[src/rtl/mips_fetch_unit_if.sv]
// Instruction-memory fetch bus: word request/ready handshake between the fetch stage and imem.
interface mips_fetch_unit_if;
  logic        req;
  logic [31:0] addr;
  logic [31:0] rdata;
  logic        ready;

  modport master (output req, output addr, input rdata, input ready);
  modport slave  (input req, input addr, output rdata, output ready);
endinterface

[src/rtl/mips_fetch_unit.sv]
// MIPS instruction-fetch stage: holds the PC, fetches one word per FETCH/ISSUE round trip and
// resolves jr/jump/branch redirects when the held instruction is released downstream.
module mips_fetch_unit #(
  parameter logic [31:0] RESET_PC = 32'h0000_0000,
  parameter int          TIMEOUT  = 15
) (
  input  logic                    clk,
  input  logic                    reset,
  mips_fetch_unit_if.master       imem,
  input  logic                    stall,
  input  logic                    branch_taken,
  input  logic [31:0]             branch_offset,
  input  logic                    jump,
  input  logic [25:0]             jump_target,
  input  logic                    jr,
  input  logic [31:0]             jr_addr,
  output logic [31:0]             pc,
  output logic [31:0]             pc_plus4,
  output logic [31:0]             instr,
  output logic                    instr_valid,
  output logic                    addr_err,
  output logic                    fetch_timeout
);

  typedef enum logic {FETCH = 1'b0, ISSUE = 1'b1} state_t;

  localparam logic [7:0] TIMEOUT_CNT = 8'(TIMEOUT);

  state_t             state, state_nxt;
  logic [7:0]         wait_cnt;
  logic               req_c;
  logic               capture;
  logic               advance;
  logic [31:0]        next_pc;
  logic signed [31:0] branch_disp;

  assign pc_plus4    = pc + 32'd4;
  assign imem.req    = req_c;
  assign imem.addr   = pc;
  assign branch_disp = $signed({branch_offset[29:0], 2'b00});

  always_ff @(posedge clk or posedge reset) begin
    if (reset) state <= FETCH;
    else       state <= state_nxt;
  end

  always_comb begin
    state_nxt   = state;
    req_c       = 1'b0;
    instr_valid = 1'b0;
    capture     = 1'b0;
    advance     = 1'b0;
    case (state)
      FETCH: begin
        req_c = 1'b1;
        if (imem.ready) begin
          capture   = 1'b1;
          state_nxt = ISSUE;
        end
      end
      ISSUE: begin
        instr_valid = 1'b1;
        if (!stall) begin
          advance   = 1'b1;
          state_nxt = FETCH;
        end
      end
      default: state_nxt = FETCH;
    endcase
  end

  // Redirect priority: jr > jump > branch > sequential; all arithmetic wraps modulo 2^32.
  always_comb begin
    next_pc = pc_plus4;
    if (jr)
      next_pc = {jr_addr[31:2], 2'b00};
    else if (jump)
      next_pc = {pc_plus4[31:28], jump_target, 2'b00};
    else if (branch_taken)
      next_pc = pc_plus4 + $unsigned(branch_disp);
  end

  always_ff @(posedge clk or posedge reset) begin
    if (reset) begin
      pc            <= RESET_PC;
      instr         <= 32'h0;
      wait_cnt      <= 8'd0;
      addr_err      <= 1'b0;
      fetch_timeout <= 1'b0;
    end else begin
      if (capture) begin
        instr    <= imem.rdata;
        wait_cnt <= 8'd0;
      end else if (state == FETCH) begin
        // Saturating wait count; the flag is raised on the cycle the count reaches TIMEOUT.
        if (wait_cnt < TIMEOUT_CNT)
          wait_cnt <= wait_cnt + 8'd1;
        if (wait_cnt >= TIMEOUT_CNT - 8'd1)
          fetch_timeout <= 1'b1;
      end
      if (advance) begin
        pc <= next_pc;
        if (jr && (jr_addr[1:0] != 2'b00))
          addr_err <= 1'b1;
      end
    end
  end

endmodule

[src/flat_wrapper.sv]
// flat-port wrapper written by rule: the top's interface ports become plain ports
module mips_fetch_unit_flat 
#(
  parameter logic [31:0] RESET_PC = 32'h0000_0000,
  parameter int          TIMEOUT  = 15
)
  (clk, reset, stall, branch_taken, branch_offset, jump, jump_target, jr, jr_addr, pc, pc_plus4, instr, instr_valid, addr_err, fetch_timeout, imem_req, imem_addr, imem_rdata, imem_ready);
  mips_fetch_unit_if imem_i ();
  input  logic clk;
  input  logic reset;
  input  logic stall;
  input  logic branch_taken;
  input  logic [31:0] branch_offset;
  input  logic jump;
  input  logic [25:0] jump_target;
  input  logic jr;
  input  logic [31:0] jr_addr;
  output logic [31:0] pc;
  output logic [31:0] pc_plus4;
  output logic [31:0] instr;
  output logic instr_valid;
  output logic addr_err;
  output logic fetch_timeout;
  output wire logic [$bits(imem_i.req)-1:0] imem_req;
  output wire logic [$bits(imem_i.addr)-1:0] imem_addr;
  input wire logic [$bits(imem_i.rdata)-1:0] imem_rdata;
  input wire logic [$bits(imem_i.ready)-1:0] imem_ready;
  assign imem_req = imem_i.req;
  assign imem_addr = imem_i.addr;
  assign imem_i.rdata = imem_rdata;
  assign imem_i.ready = imem_ready;
  mips_fetch_unit #(.RESET_PC(RESET_PC), .TIMEOUT(TIMEOUT)) u_core (.clk(clk), .reset(reset), .imem(imem_i), .stall(stall), .branch_taken(branch_taken), .branch_offset(branch_offset), .jump(jump), .jump_target(jump_target), .jr(jr), .jr_addr(jr_addr), .pc(pc), .pc_plus4(pc_plus4), .instr(instr), .instr_valid(instr_valid), .addr_err(addr_err), .fetch_timeout(fetch_timeout));
endmodule
[config.mk]
export PLATFORM = sky130hd
export DESIGN_NAME = mips_fetch_unit_flat
export DESIGN_NICKNAME = d
export VERILOG_FILES = /design/src/rtl/mips_fetch_unit_if.sv /design/src/rtl/mips_fetch_unit.sv /design/src/flat_wrapper.sv
export SDC_FILE = /design/constraint.sdc
export NUM_CORES = 1
export LEC_CHECK = 0
export CORE_UTILIZATION = 40
export CTS_BUF_LIST = sky130_fd_sc_hd__clkbuf_16
export CTS_CLUSTER_SIZE = 12
export DETAILED_ROUTE_END_ITERATION = 10
export GPL_TIMING_DRIVEN = 0
export MAX_ROUTING_LAYER = met4
export PLACE_DENSITY = 0.88
export SLEW_MARGIN = 20
export SYNTH_ARGS = -nofsm -noshare
export SYNTH_HDL_FRONTEND = slang
export SYNTH_SLANG_ARGS = --single-unit
[constraint.sdc]
create_clock -name clk -period 11.2 [get_ports clk]
set_input_delay 2.24 -clock clk [delete_from_list [all_inputs] [get_ports clk]]
set_output_delay 2.24 -clock clk [all_outputs]
set_load 0.005 [all_outputs]
## Word level (Yosys, flattened, before mapping)

Cells that the tools add are included.

| storage, ports and cells | value |
|---|---|
| bits in registers | 75 |
| output and inout port bits | 132 |
| input port bits | 129 |
| RAM bits | 0 |
| memories | 0 |
| ROM bits | 0 |
| bits in latches | 0 |

| operators by class | value |
|---|---|
| order comparisons | 2 |
| bitwise gates (word level) | 2 |
| shift operators | 0 |
| mux-type cells | 14 |
| equal/unequal tests | 1 |
| multiply operators | 0 |
| div/mod/pow operators | 0 |
| add/subtract/negate cells | 3 |
| reductions and logical operators | 6 |

Operators with widths:

| cell | count |
|---|---|
| 32-bit 2-to-1 mux | 3 |
| 32-bit by 3-bit adder with 32-bit output, second input constant | 1 |
| 32-bit adder | 1 |
| 8-bit 2-to-1 mux | 3 |
| 8-bit by 1-bit adder with 8-bit output, second input constant | 1 |
| 8-bit by 4-bit >= comparator with 1-bit output, second input constant | 1 |
| 8-bit by 4-bit < comparator with 1-bit output, second input constant | 1 |
| 1-bit 2-to-1 mux | 7 |
| 2-bit AND reduction | 2 |
| 2-bit nonzero test | 2 |
| 3-bit AND reduction | 1 |
| 2-bit != test, second input constant | 1 |
| 1-bit inverter | 2 |
| 1-bit one-hot mux with 2 select lines | 1 |
| 1-bit logical AND | 1 |

## Logic depth before layout (Yosys ltp)

| depth | value |
|---|---|
| depth after elaboration | 5 |
| depth in mapped cells | 18 |
| depth with buffers taken out | 17 |

## Least setup slack after synthesis

No wires, ideal clock.

| timing path | value |
|---|---|
| path kind | input to register |
| from | input port branch_offset[0] |
| to | register u_core.pc[20], in the netlist u_core.imem.addr[20] |
| arrival | 4600 ps |
| required time | 11096 ps |
| buffers on the path | 0 |
| setup slack | 6497 ps |
| stages on the path | 10 |
| path through | ha_1 fa_1 a211oi_1 o21ai_1 a2111oi_2 o41ai_2 a221oi_2 xnor2_1 a21boi_1 o311ai_1 |

| between the ends | value |
|---|---|
| longest elaborated chain between the ends | 4 |

Ends and longest elaborated chain:

| what | line | text |
|---|---|---|
| from (decl) | flat_wrapper.sv:13 | `input logic [31:0] branch_offset;` |
| 32-bit adder | mips_fetch_unit.sv:80 | `next_pc = pc_plus4 + $unsigned(branch_disp);` |
| 32-bit 2-to-1 mux | mips_fetch_unit.sv:79 | `else if (branch_taken)` |
| 32-bit 2-to-1 mux | mips_fetch_unit.sv:77 | `else if (jump)` |
| 32-bit 2-to-1 mux | mips_fetch_unit.sv:75 | `if (jr)` |
| to (signal assigned) | mips_fetch_unit.sv:102 | `pc <= next_pc;` |
| to (decl) | mips_fetch_unit.sv:17 | `output logic [31:0] pc,` |

No other way between the ends.
A chain may end at the register's enable or synchronous reset.

## Final worst setup path

| timing path | value |
|---|---|
| from | register u_core.pc[2], in the netlist u_core.imem.addr[2] |
| to | output port pc_plus4[30] |

| between the ends | value |
|---|---|
| longest elaborated chain between the ends | 1 |

Ends and longest elaborated chain:

| what | line | text |
|---|---|---|
| 32-bit by 3-bit adder with 32-bit output | mips_fetch_unit.sv:37 | `assign pc_plus4 = pc + 32'd4;` |
| to (decl) | flat_wrapper.sv:19 | `output logic [31:0] pc_plus4;` |

No other way between the ends.

==> results.toml <==
[status]
status = "finished clean"

[cells_and_area]
fill_cells = 1223
area_growth_pct = 51.4
drive_above_1_share = 0.0736
fin_cells = 1217
finalNetCount = 1195

[power_and_ir_drop]
peakVddDrop_mv = 0.121
leakagePower_uw = 0.00404
p_per_area_nw_per_um2 = 181

[placed_design]
gp_congestion = 0.966
hpwl_um = 17700
io_buffers = 251
dp.cells = 1200

[synthesis]
synth_warnings = 0
synth.top_cell.area_share = 0.304
ys_ff_latch = 73
yosysUniqueCellTypes = 70
ys_top_cells_by_area = "dfrtp_1 (30%), nand2_1 (9.2%), ha_1 (7.9%), a21oi_1 (4.7%), buf_4 (4.5%)"
synthFlopType = "dfrtp_1"
syn_area_per_cell_um2 = 7.93
yosysTopAreaCell = "dfrtp_1"
synth_edf_count = 0
ys_seq_area_frac = 0.304
async_flop_share = 1.00
synth_cells = 759
syn-cell-area_um2 = 6020

[clock_network]
clock_latency_ns = 0.33
post_cts_buffers = 0
clock-sinks = 73
clkSlewWorstSetupHoldPaths_ns = 0.06
h-tree-depth = 3
cts_hold_buf = 0
cts_root_buf = "clkbuf_16"
cts_tree = "built"
clockBufferDepth = 2
cts_made_buffers = 9
post_cts_resized = 0

[sta]
max_freq_mhz = 179
setup_viol = 0
hold_viol = 0
finalSetupTns_ns = 0
post-route-period-util = 0.499
drv_slew = 0
finClkSkew_ns = 0.00633
rsz0062_at_grt = "no"
max-slew-margin-rel = 0.493
worst_pin_slew_ns = 0.760
finalCriticalPeriod_ns = 5.59

[setup_path]
slowest_stage = "clkdlybuf4s50_1"
path_max_fanout = 7
ff2ff_setup_slack_ns = 6.38
path_cells = "ha_1, nand3_1, or4_1, or2_1, inv_2, and3b_1, xor2_1, clkdlybuf4s50_1"
cp_data_required_time_ns = 8.96
critPathLaunchType = "flop"
criticalPathCategory = "reg2out"
worst-r2r-cell-count = 18
slowest_delay_ns = 0.60
critPathArrivalTime_ns = 3.35
worst_setup_path_end_kind = "primary output"

[route]
drc = 0
vias_per_cell = 5.60
wire_per_inst_um = 18.6
drt_wl_total_um = 22600
vias = 6817
detail_route.iter0.violations = 519
drtAntennaViolNets = 0
dr.pass1.iters = 6

[flow_run]
max-cap-violations = 0

[global_route]
gr-total-overflow = 0
grt_pass1_vias = 6368
grt_first_pass_wirelength_um = 34500
grt_max_degree = 45
grt_usage = 0.292
antenna_found_initial = 1

[floorplanning]
fp.dieH_um = 125
core_area_um2 = 14600
initial_core_util = 0.413
boundaryPins = 261
fp-row-count = 44
dieArea_um2 = 15500
die_x_um = 125

[worst_hold_path]
holdPathStages = 2
hold_class = "reg2reg"
[metrics by stage]
stage                     total power [µW]  hold WS (ns)  cell area, µm²  setup slack, ns   util
after floorplan                        901         0.455            6040             6.50      -
after global placement                1320         0.457            8780             5.64  0.602
after detailed placement              1340         0.461            8810             5.66  0.604
after CTS                             1640         0.475            9110             5.62  0.624
after global routing                  1740         0.499            9110             5.50  0.624
final                                 1650         0.466            9110             5.61  0.624
[path summary, 6_finish.rpt]
| path | startpoint | end |
|---|---|---|
| max | u_core.imem.addr[2] | pc_plus4[30] |
| min | u_core.fetch_timeout | u_core.fetch_timeout |
| max reg2reg | u_core.imem.addr[2] | u_core.imem.addr[31] |
| min reg2reg | u_core.fetch_timeout | u_core.fetch_timeout |
| max in group asynchronous | reset | u_core.instr[6] |
| min in group asynchronous | reset | u_core.instr[11] |
[critical path, delay by kind of cell (launching register included)]
| kind | cells | cell delay, ns |
|---|---|---|
| xor gates and xnor gates | 1 | 0.29 |
| adders and majority gates | 1 | 0.24 |
| buffers and inverters | 2 | 0.70 |
| DFF | 1 | 0.52 |
| and+or+nand+nor | 4 | 1.27 |
[synthesized netlist by cell type (all sizes together), types with 19 or more instances]
cell type,instances
xnor2,30
clkbuf,25
nand2,148
xor2,19
o21ai,42
nand3,23
ha,38
a21oi,58
buf,42
dfrtp,73
nor2,63
inv,20
[routing by layer]
layer  GRT usage  wire [µm]  vias up
met2       0.458      10700      366
met5           -          0        -
li1            -          -     3171
met3      0.0627       2000       69
met4       0.116        750        0
met1       0.366       9200     3211
[final cells by class]
cell class                      count  area [µm²]  area share
Multi-Input combinational cell    602        3730       0.409
Timing Repair Buffer              252        2540       0.279
Sequential cell                    73        1830       0.201
Buffer                             67         398      0.0437
Tap cell                          184         230      0.0253
Clock buffer                        9         225      0.0247
Inverter                           22        85.1     0.00934
Clock inverter                      7        72.6     0.00797
Antenna cell                        1        2.50    0.000275
[flip-flops by register name, summed over array words and instances, names as in the netlist]
register              flops
u_core.fetch_timeout      1
u_core.instr             32
u_core.state              1
u_core.addr_err           1
u_core.wait_cnt           8
u_core.imem.addr         30
[placed cells by master (no fill, tap or decap), drive strengths merged, types with 6 or more instances in the layout]
master and instances:
o31ai 7, o21ai 42, o21bai 7, nand2 148
clkinv 6, clkdlybuf4s50 251, nand2b 7, xor2 19
a221oi 6, nand3 23, xnor2 30, nor3 11
dfrtp 73, clkbuf 34, ha 38, nor2b 7
a21oi 58, a211oi 14, mux2i 6, conb 6
inv 21, buf 43, a31oi 9, nand4 10
nor2 63, and3 14, o22ai 7, a21o 14
[power by group]
part | internal [µW] | switching (µW)
sequential | 322 | 89.8
combinational | 508 | 436
clock | 173 | 120
total | 1000 | 646
[cells by family after synthesis]
logic type | synth area share
AOI/OAI and AO/OA | 0.209
xor gates and xnor gates | 0.0751
adders and majority gates | 0.0823
buffers and inverters | 0.0798
DFF | 0.304
muxes | 0.00998
other | 0.000623
and+or+nand+nor | 0.239
Power figures use the tool's default switching activity.
